## config.mk

```make
export PLATFORM = sky130hd
export DESIGN_NAME = ix_scoreboard_flat
export DESIGN_NICKNAME = d
export VERILOG_FILES = /design/src/rtl/ix_scoreboard_if.sv /design/src/rtl/ix_scoreboard.sv /design/src/flat_wrapper.sv
export SDC_FILE = /design/constraint.sdc
export NUM_CORES = 2
export LEC_CHECK = 0
export CAP_MARGIN = 30
export CORE_MARGIN = 10
export CORE_UTILIZATION = 55
export DETAILED_ROUTE_END_ITERATION = 10
export PLACE_DENSITY = 0.82
export SYNTH_ARGS = -nofsm -noshare
export SYNTH_HDL_FRONTEND = slang
export SYNTH_SLANG_ARGS = --single-unit
```

## constraint.sdc

```tcl
create_clock -name clk -period 12.2 [get_ports clk]
set_input_delay 3.66 -clock clk [delete_from_list [all_inputs] [get_ports clk]]
set_output_delay 3.66 -clock clk [all_outputs]
set_load 0.005 [all_outputs]
```

## src/rtl/ix_scoreboard_if.sv

```systemverilog
// Operand-read, issue and writeback bundle between issue logic and the scoreboard.
// Latency: pure wiring, no storage.
// Backpressure: wb_ready is the per-port handshake and iss_ready gates issue.
//
// Ports (master = issue/FU side, slave = scoreboard):
//   rd_addr/rd_value/rd_ready : NRD operand read ports
//   iss_valid/iss_wb_en/iss_rd/iss_ready : destination reservation at issue
//   wb_valid/wb_dst/wb_value/wb_ready : NWB writeback channels
interface ix_scoreboard_if #(
  parameter int XLEN = 64,
  parameter int NRD  = 2,
  parameter int NWB  = 2
) ();
  logic [NRD*5-1:0]    rd_addr;
  logic [NRD*XLEN-1:0] rd_value;
  logic [NRD-1:0]      rd_ready;

  logic                iss_valid;
  logic                iss_wb_en;
  logic [4:0]          iss_rd;
  logic                iss_ready;

  logic [NWB-1:0]      wb_valid;
  logic [NWB*5-1:0]    wb_dst;
  logic [NWB*XLEN-1:0] wb_value;
  logic [NWB-1:0]      wb_ready;

  modport master (
    output rd_addr, iss_valid, iss_wb_en, iss_rd, wb_valid, wb_dst, wb_value,
    input  rd_value, rd_ready, iss_ready, wb_ready
  );

  modport slave (
    input  rd_addr, iss_valid, iss_wb_en, iss_rd, wb_valid, wb_dst, wb_value,
    output rd_value, rd_ready, iss_ready, wb_ready
  );
endinterface

```

## src/rtl/ix_scoreboard.sv

```systemverilog
// Register file plus per-register busy scoreboard with round-robin writeback arbitration.
// Latency: reads/forwarding combinational; a granted write lands in rf the next cycle.
// Backpressure: one writeback granted per cycle via wb_ready; iss_ready drops on WAW.
//
// Ports:
//   clk : clock, all state on rising edge
//   rst : synchronous active-high reset (clears busy and pointer, not rf)
//   sb  : ix_scoreboard_if slave modport (read, issue and writeback channels)
module ix_scoreboard #(
  parameter int XLEN = 64,
  parameter int NRD  = 2,
  parameter int NWB  = 2
) (
  input logic             clk,
  input logic             rst,
  ix_scoreboard_if.slave  sb
);

  localparam int PW = (NWB > 1) ? $clog2(NWB) : 1;

  logic [XLEN-1:0] rf_q [32];
  logic [31:0]     busy_q, busy_d;
  logic [PW-1:0]   ptr_q, ptr_d;

  logic            gnt_vld;
  logic [PW-1:0]   gnt_idx;
  logic [4:0]      gnt_dst;
  logic [XLEN-1:0] gnt_val;
  logic            wb_acc;
  logic [NWB-1:0]  wb_gnt;
  logic            iss_clr;
  logic            iss_rdy;
  logic            iss_set;

  logic [4:0]          rd_a [NRD];
  logic [NRD*XLEN-1:0] rd_val;
  logic [NRD-1:0]      rd_rdy;

  // Round-robin: first valid port at or after the pointer, wrapping.
  always_comb begin
    gnt_vld = 1'b0;
    gnt_idx = '0;
    for (int i = 0; i < NWB; i++) begin
      if (!gnt_vld && sb.wb_valid[(int'(ptr_q) + i) % NWB]) begin
        gnt_vld = 1'b1;
        gnt_idx = PW'((int'(ptr_q) + i) % NWB);
      end
    end
  end

  assign gnt_dst = sb.wb_dst[5*int'(gnt_idx) +: 5];
  assign gnt_val = sb.wb_value[XLEN*int'(gnt_idx) +: XLEN];

  // Nothing is accepted while reset is held, so a request held across
  // reset is still pending (and granted) afterwards.
  assign wb_acc = gnt_vld && !rst;

  always_comb begin
    wb_gnt = '0;
    if (wb_acc) begin
      wb_gnt[gnt_idx] = 1'b1;
    end
  end

  assign sb.wb_ready = wb_gnt;

  // A destination being freed by this cycle's grant may be reissued at once.
  assign iss_clr = wb_acc && (gnt_dst == sb.iss_rd);
  assign iss_rdy = !(sb.iss_wb_en && (sb.iss_rd != 5'd0) && busy_q[sb.iss_rd] && !iss_clr);
  assign iss_set = sb.iss_valid && iss_rdy && sb.iss_wb_en && (sb.iss_rd != 5'd0);
  assign sb.iss_ready = iss_rdy;

  // Clear before set: a same-cycle set on the register being written back
  // wins, leaving the new write outstanding.
  always_comb begin
    busy_d = busy_q;
    if (wb_acc) begin
      busy_d[gnt_dst] = 1'b0;
    end
    if (iss_set) begin
      busy_d[sb.iss_rd] = 1'b1;
    end
    busy_d[0] = 1'b0;
  end

  always_comb begin
    ptr_d = ptr_q;
    if (wb_acc) begin
      ptr_d = (int'(gnt_idx) == NWB - 1) ? '0 : gnt_idx + PW'(1);
    end
  end

  always_ff @(posedge clk) begin
    if (rst) begin
      busy_q <= '0;
      ptr_q  <= '0;
    end else begin
      busy_q <= busy_d;
      ptr_q  <= ptr_d;
    end
  end

  // Register contents survive reset; x0 writes are dropped.
  always_ff @(posedge clk) begin
    if (wb_acc && (gnt_dst != 5'd0)) begin
      rf_q[gnt_dst] <= gnt_val;
    end
  end

  for (genvar k = 0; k < NRD; k++) begin : g_rd_addr
    assign rd_a[k] = sb.rd_addr[5*k +: 5];
  end

  // Forward from any matching writeback request, granted or not. The WAW
  // block guarantees at most one valid request per busy register.
  always_comb begin
    rd_val = '0;
    rd_rdy = '0;
    for (int k = 0; k < NRD; k++) begin
      if (rd_a[k] == 5'd0) begin
        rd_rdy[k] = 1'b1;
      end else if (busy_q[rd_a[k]]) begin
        for (int j = 0; j < NWB; j++) begin
          if (sb.wb_valid[j] && (sb.wb_dst[5*j +: 5] == rd_a[k])) begin
            rd_val[XLEN*k +: XLEN] = sb.wb_value[XLEN*j +: XLEN];
            rd_rdy[k]              = 1'b1;
          end
        end
      end else begin
        rd_val[XLEN*k +: XLEN] = rf_q[rd_a[k]];
        rd_rdy[k]              = 1'b1;
      end
    end
  end

  assign sb.rd_value = rd_val;
  assign sb.rd_ready = rd_rdy;

endmodule
```

## src/flat_wrapper.sv

```systemverilog
// flat-port wrapper written by rule: the top's interface ports become plain ports
module ix_scoreboard_flat 
#(
  parameter int XLEN = 64,
  parameter int NRD  = 2,
  parameter int NWB  = 2
)
  (clk, rst, sb_rd_addr, sb_iss_valid, sb_iss_wb_en, sb_iss_rd, sb_wb_valid, sb_wb_dst, sb_wb_value, sb_rd_value, sb_rd_ready, sb_iss_ready, sb_wb_ready);
  ix_scoreboard_if #(.XLEN(XLEN), .NRD(NRD), .NWB(NWB)) sb_i ();
  input logic clk;
  input logic rst;
  input wire logic [$bits(sb_i.rd_addr)-1:0] sb_rd_addr;
  input wire logic [$bits(sb_i.iss_valid)-1:0] sb_iss_valid;
  input wire logic [$bits(sb_i.iss_wb_en)-1:0] sb_iss_wb_en;
  input wire logic [$bits(sb_i.iss_rd)-1:0] sb_iss_rd;
  input wire logic [$bits(sb_i.wb_valid)-1:0] sb_wb_valid;
  input wire logic [$bits(sb_i.wb_dst)-1:0] sb_wb_dst;
  input wire logic [$bits(sb_i.wb_value)-1:0] sb_wb_value;
  output wire logic [$bits(sb_i.rd_value)-1:0] sb_rd_value;
  output wire logic [$bits(sb_i.rd_ready)-1:0] sb_rd_ready;
  output wire logic [$bits(sb_i.iss_ready)-1:0] sb_iss_ready;
  output wire logic [$bits(sb_i.wb_ready)-1:0] sb_wb_ready;
  assign sb_i.rd_addr = sb_rd_addr;
  assign sb_i.iss_valid = sb_iss_valid;
  assign sb_i.iss_wb_en = sb_iss_wb_en;
  assign sb_i.iss_rd = sb_iss_rd;
  assign sb_i.wb_valid = sb_wb_valid;
  assign sb_i.wb_dst = sb_wb_dst;
  assign sb_i.wb_value = sb_wb_value;
  assign sb_rd_value = sb_i.rd_value;
  assign sb_rd_ready = sb_i.rd_ready;
  assign sb_iss_ready = sb_i.iss_ready;
  assign sb_wb_ready = sb_i.wb_ready;
  ix_scoreboard #(.XLEN(XLEN), .NRD(NRD), .NWB(NWB)) u_core (.clk(clk), .rst(rst), .sb(sb_i));
endmodule
```

# After elaboration in Yosys (flattened, before gate mapping)
# Memories as Yosys holds them, arrays and structs flattened.
# Cells that the tools add are included.
# totals
regBits	33
mem_bits_rw	2048
input_bits	159
out_inout_bits	133
elab_cells	96
mem_count	1
# op_classes
add_sub_neg	2
mul	1
order_cmp	10
n_eq_ne	5
n_shift	2
n_mux	43
bitwise	4
reduce_logical	25
# memory_table
memory	words	word_bits	read_ports	rd_clocked_by_memory_dff	write_ports	line	rtl
u_core.rf_q	32	64	2	0	1	ix_scoreboard.sv:21	logic [XLEN-1:0] rf_q [32];
# ops
cell	count
$mux 64	8
$shiftx 128x8->64	1
$mux 32	2
$and 32x32->32	1
$not 32->32	1
$or 32x32->32	1
$shiftx 10x32->5	1
$mux 1	26
$eq 5x5->1	5
$lt 5x6->1 const B	4
$logic_and 1x1->1	17
$bmux 1 s5	3
$demux 1 s5	2
$ge 5x1->1 const B	2
$logic_not 5->1	2
$reduce_bool 5->1	2
$logic_not 1->1	4
$lt 1x2->1 const B	2
$mul 3x1->4 const A	1
$lt 2x3->1 const B	1
$add 1x1->1 const B	2
$mux 2	1
$and 1x1->1 const A	1
$demux 1 s1	1
$ge 1x1->1 const B	1

# Longest topological paths before layout
# logic_depth
word_depth	18
ltp_mapped	11

# Worst setup path before layout
# Ideal clock, no wire load.
# synth_path
path_kind	in2reg
from	input sb_wb_valid[0]
to	memory u_core.rf_q[1][0] (enable)
arrival_time_ns	9.186
t_required_ns	11.635
slack_ns	2.450
stages	7
cell_sequence	inv_1 o21ai_2 buf_2 mux2i_1 nand2_1 buf_1 nor3_1
# synth_via
elab_chain_cells	12
word_cells_on_any_way	18
classes_between	mul: 1; shift: 1; mux: 11; reduce/logical: 5
# synth_lines
item	line	rtl
start, declared	flat_wrapper.sv:16	input wire logic [$bits(sb_i.wb_valid)-1:0] sb_wb_valid;
$mux 1 (implied by the code) (2 in a row)	ix_scoreboard.sv:44	if (!gnt_vld && sb.wb_valid[(int'(ptr_q) + i) % NWB]) begin
$mux 1	ix_scoreboard.sv:44	
$logic_not 1->1	ix_scoreboard.sv:44	
$logic_and 1x1->1	ix_scoreboard.sv:44	
$mux 1	ix_scoreboard.sv:44	
$mul 3x1->4	ix_scoreboard.sv:51	assign gnt_dst = sb.wb_dst[5*int'(gnt_idx) +: 5];
$shiftx 10x32->5	ix_scoreboard.sv:51	
$reduce_bool 5->1	ix_scoreboard.sv:105	if (wb_acc && (gnt_dst != 5'd0)) begin
$logic_and 1x1->1	ix_scoreboard.sv:105	
$mux 1	ix_scoreboard.sv:105	
$mux 1 (implied by the code)	ix_scoreboard.sv:106	rf_q[gnt_dst] <= gnt_val;
end, declared	ix_scoreboard.sv:21	
# Parallel ways exist; a longest one is shown, timed or not. The select of a mux whose other input is x is not followed.

# Worst setup path in the final report
# layout_path
from	input sb_rd_addr[2]
to	output sb_rd_value[11]
# layout_via
elab_chain_cells	6
word_cells_on_any_way	12
classes_between	eq/ne: 2; mux: 6; reduce/logical: 3; memory: 1
# layout_lines
item	line	rtl
start, declared	flat_wrapper.sv:12	input wire logic [$bits(sb_i.rd_addr)-1:0] sb_rd_addr;
branches (longest 5 deep; another with $mux 64)	n/a	
$mux 64 *	ix_scoreboard.sv:120	if (rd_a[k] == 5'd0) begin
end, declared	flat_wrapper.sv:19	output wire logic [$bits(sb_i.rd_value)-1:0] sb_rd_value;
# Every way passes the cells marked *. The select of a mux whose other input is x is not followed.

==> summary.txt <==
CTS Buf Count -> 199
Die Height -> 445 um
cell taking the most area after synthesis -> edfxtp_1
initial DRC count -> 11300
Yosys cell types -> 59
Clock transition at path regs -> 0.06 ns
PnR worst setup slack -> 0.866 ns
Port Buffer Count -> 291
Slew Limit Fails -> 0
Clk Latency, worst-skew pair -> 0.85 ns
pwr/cell area -> 142 mW/mm^2
fmax -> 88.2 MHz
die width -> 445 um
row cnt -> 155
top-count cell post-synth -> edfxtp_1
Residual DRC -> 0
WS Path Type -> input pin to primary output
Clock Skews -> 0.0245 ns
layout cell share with drive strength beyond 1 -> 26.1%
max capacitance violation total -> 0
Main synth FF type -> edfxtp_1
Clock Power Share -> 39.0%
Starting Density -> 55.5%
Leak -> 35.6 nW
Nets -> 5842
CTS root buf -> clkbuf_16
DP HPWL -> 173000 um
status -> finished, final reports clean
Sw Share -> 23.5%
number of global-route vias before repair -> 63800
hold buffers post-CTS -> 0
Synth Register Bits -> 2080
Sequential Power Share -> 50.5%
setup_tns -> 0 ns
maximum vdd drop -> 176 uV
sequential area share after synthesis -> 62.7%
Synth top cells by count -> 2048 x edfxtp_1, 851 x mux4_2, 530 x mux2i_1
Via Count -> 63500
initial antenna violation count -> 6
setup bufs post-CTS -> 0
Tmin final -> 11.33 ns
top cell type's share of synthesized area -> 62.0%
WL/cell -> 38.3 um
largest net degree at the start of global routing -> 132
pre-CTS setup slack -> 1.02 ns
Max FO, Critical Path -> 43
Area growth syn-to-layout -> 12.9%
Post-synth EDFFs -> 2048
grt ovf -> 0
worst endpoint data arrival time -> 7.67 ns
Post-Syn Instances -> 5429
P_sw -> 3.74 mW
routability congestion estimate -> 0.837
Worst Path Required -> 8.54 ns
Antenna Violating Nets Remaining -> 0
clock sinks -> 2080
drt first pass iters -> 6
Clock Path Buffers -> 3
FILL cells -> 11800
Die ar. -> 0.198 sq mm
CP Capture Type -> primary output
total track usage -> 30.9%
PostCTS Resize Cnt -> 0
period utilization -> 92.9%
Synth warnings -> 0
Setup Viol. Count Final -> 0
CP Launch Type -> input pin
final hold violation count -> 0
mean post-synth cell area -> 18.3 sq um
I/O Pins -> 292
min-delay worst type -> flop to flop
RSZ-0062 raised after global routing -> no
ys async rst share -> 0%
CTS tree -> yes
Routed WL -> 315000 um
synth top area cells -> edfxtp_1 62%, mux4_2 19%, mux2i_1 5.3%
first-pass GRT wire length -> 447000 um
max_slew headroom -> 25.0%
Gate power share -> 10.5%
Worst Max-Slew Pin Slew -> 1.12 ns
vias per cell -> 7.74
internal power -> 12.2 mW
H-tree depth -> 4
Core Area -> 0.179 sq mm
Cell Area, Synth -> 0.0992 sq mm
-- path summary, 6_finish.rpt --
path              cells after the start  slack [ns]                  end               from
setup / recovery                      9        0.87      sb_rd_value[11]      sb_rd_addr[2]
hold reg to reg                       2        0.51    u_core.busy_q[27]  u_core.busy_q[27]
setup reg to reg                      7        7.82  u_core.rf_q[12][27]       u_core.ptr_q
hold / removal                        2        0.51    u_core.busy_q[27]  u_core.busy_q[27]
-- power by group through the flow --
| stage | clock network, mW | registers [mW] | logic, mW |
|---|---|---|---|
| global placement | 0 | 8.18 | 1.59 |
| detailed placement | 0 | 8.19 | 1.63 |
| finish | 6.20 | 8.04 | 1.68 |
| floorplan | 0 | 8.18 | 0.967 |
| global route | 6.48 | 8.04 | 1.74 |
| CTS | 6.20 | 8.04 | 1.64 |
-- layout make-up --
cell class                      count  area (sq um)  area share (%)
Antenna cell                        2          5.00         0.00447
Clock buffer                      252          5370            4.80
Clock inverter                    117          1080           0.965
Inverter                            5          18.8          0.0168
Multi-Input combinational cell   2917         35300            31.6
Sequential cell                  2080         62100            55.5
Tap cell                         2355          2950            2.63
Timing Repair Buffer              480          5080            4.54
-- cells by family (layout without fill, tap and decap cells) --
logic type,Yosys count,count (layout),synth area share (%)
AO/OA/AOI/OAI,841,841,6.71
XOR/XNOR,27,27,0.238
buffers and inverters,495,854,2.33
flip-flops,2080,2080,62.7
multiplexers,1448,1448,25.4
other,1,66,0.00378
AND/OR/NAND/NOR,537,537,2.64
-- registers in the layout (all words and copies together), names as in the netlist --
| signal | flops |
|---|---|
| u_core.ptr_q | 1 |
| u_core.busy_q | 31 |
| u_core.rf_q | 2048 |
-- metrics by stage --
stage	instances	area [sq um]	utilization, %	hold slack (ns)	total power [mW]
after detailed placement	7835	105000	59.0	0.500	9.82
after floorplan	5492	99400	-	0.471	9.14
after CTS	8204	112000	62.6	0.511	15.9
final	8208	112000	62.6	0.513	15.9
after global placement	7824	105000	58.8	0.497	9.77
after global routing	8206	112000	62.6	0.549	16.3
-- layout by cell type, fill, tap and decap left out, drive strengths merged, types with 19 or more instances in the layout --
| cell type | netlist | final |
|---|---|---|
| nand2 | 34 | 34 |
| edfxtp | 2048 | 2048 |
| clkdlybuf4s50 | 0 | 285 |
| buf | 291 | 194 |
| nor2 | 171 | 171 |
| o211ai | 78 | 78 |
| o21ai | 68 | 68 |
| mux4 | 851 | 851 |
| dfxtp | 32 | 32 |
| a221oi | 127 | 127 |
| conb | 1 | 64 |
| mux2i | 530 | 530 |
| nor3 | 139 | 139 |
| xor2 | 19 | 19 |
| clkinv | 0 | 83 |
| a22oi | 445 | 445 |
| nand3 | 71 | 71 |
| nand4 | 64 | 64 |
| a211oi | 65 | 65 |
| clkbuf | 199 | 253 |
| mux2 | 67 | 67 |
-- worst max-delay path: stages --
cell             delay [ns]
clkdlybuf4s50_1        0.88
xor2_1                 0.33
nor4_1                 0.24
nand3_1                0.39
nor2_4                 0.75
buf_12                 0.41
a22oi_1                0.14
a211oi_2               0.26
clkdlybuf4s50_1        0.57
-- routing by layer --
metal / track usage [%] / vias up / wire length (um)
li1: - / 23900 / -
met1: 39.0 / 32100 / 101000
met2: 48.1 / 6333 / 146000
met3: 8.83 / 1195 / 46700
met4: 18.0 / 6 / 21500
met5: 0 / - / 48
Note: power is estimated with default switching activity, not from simulation.
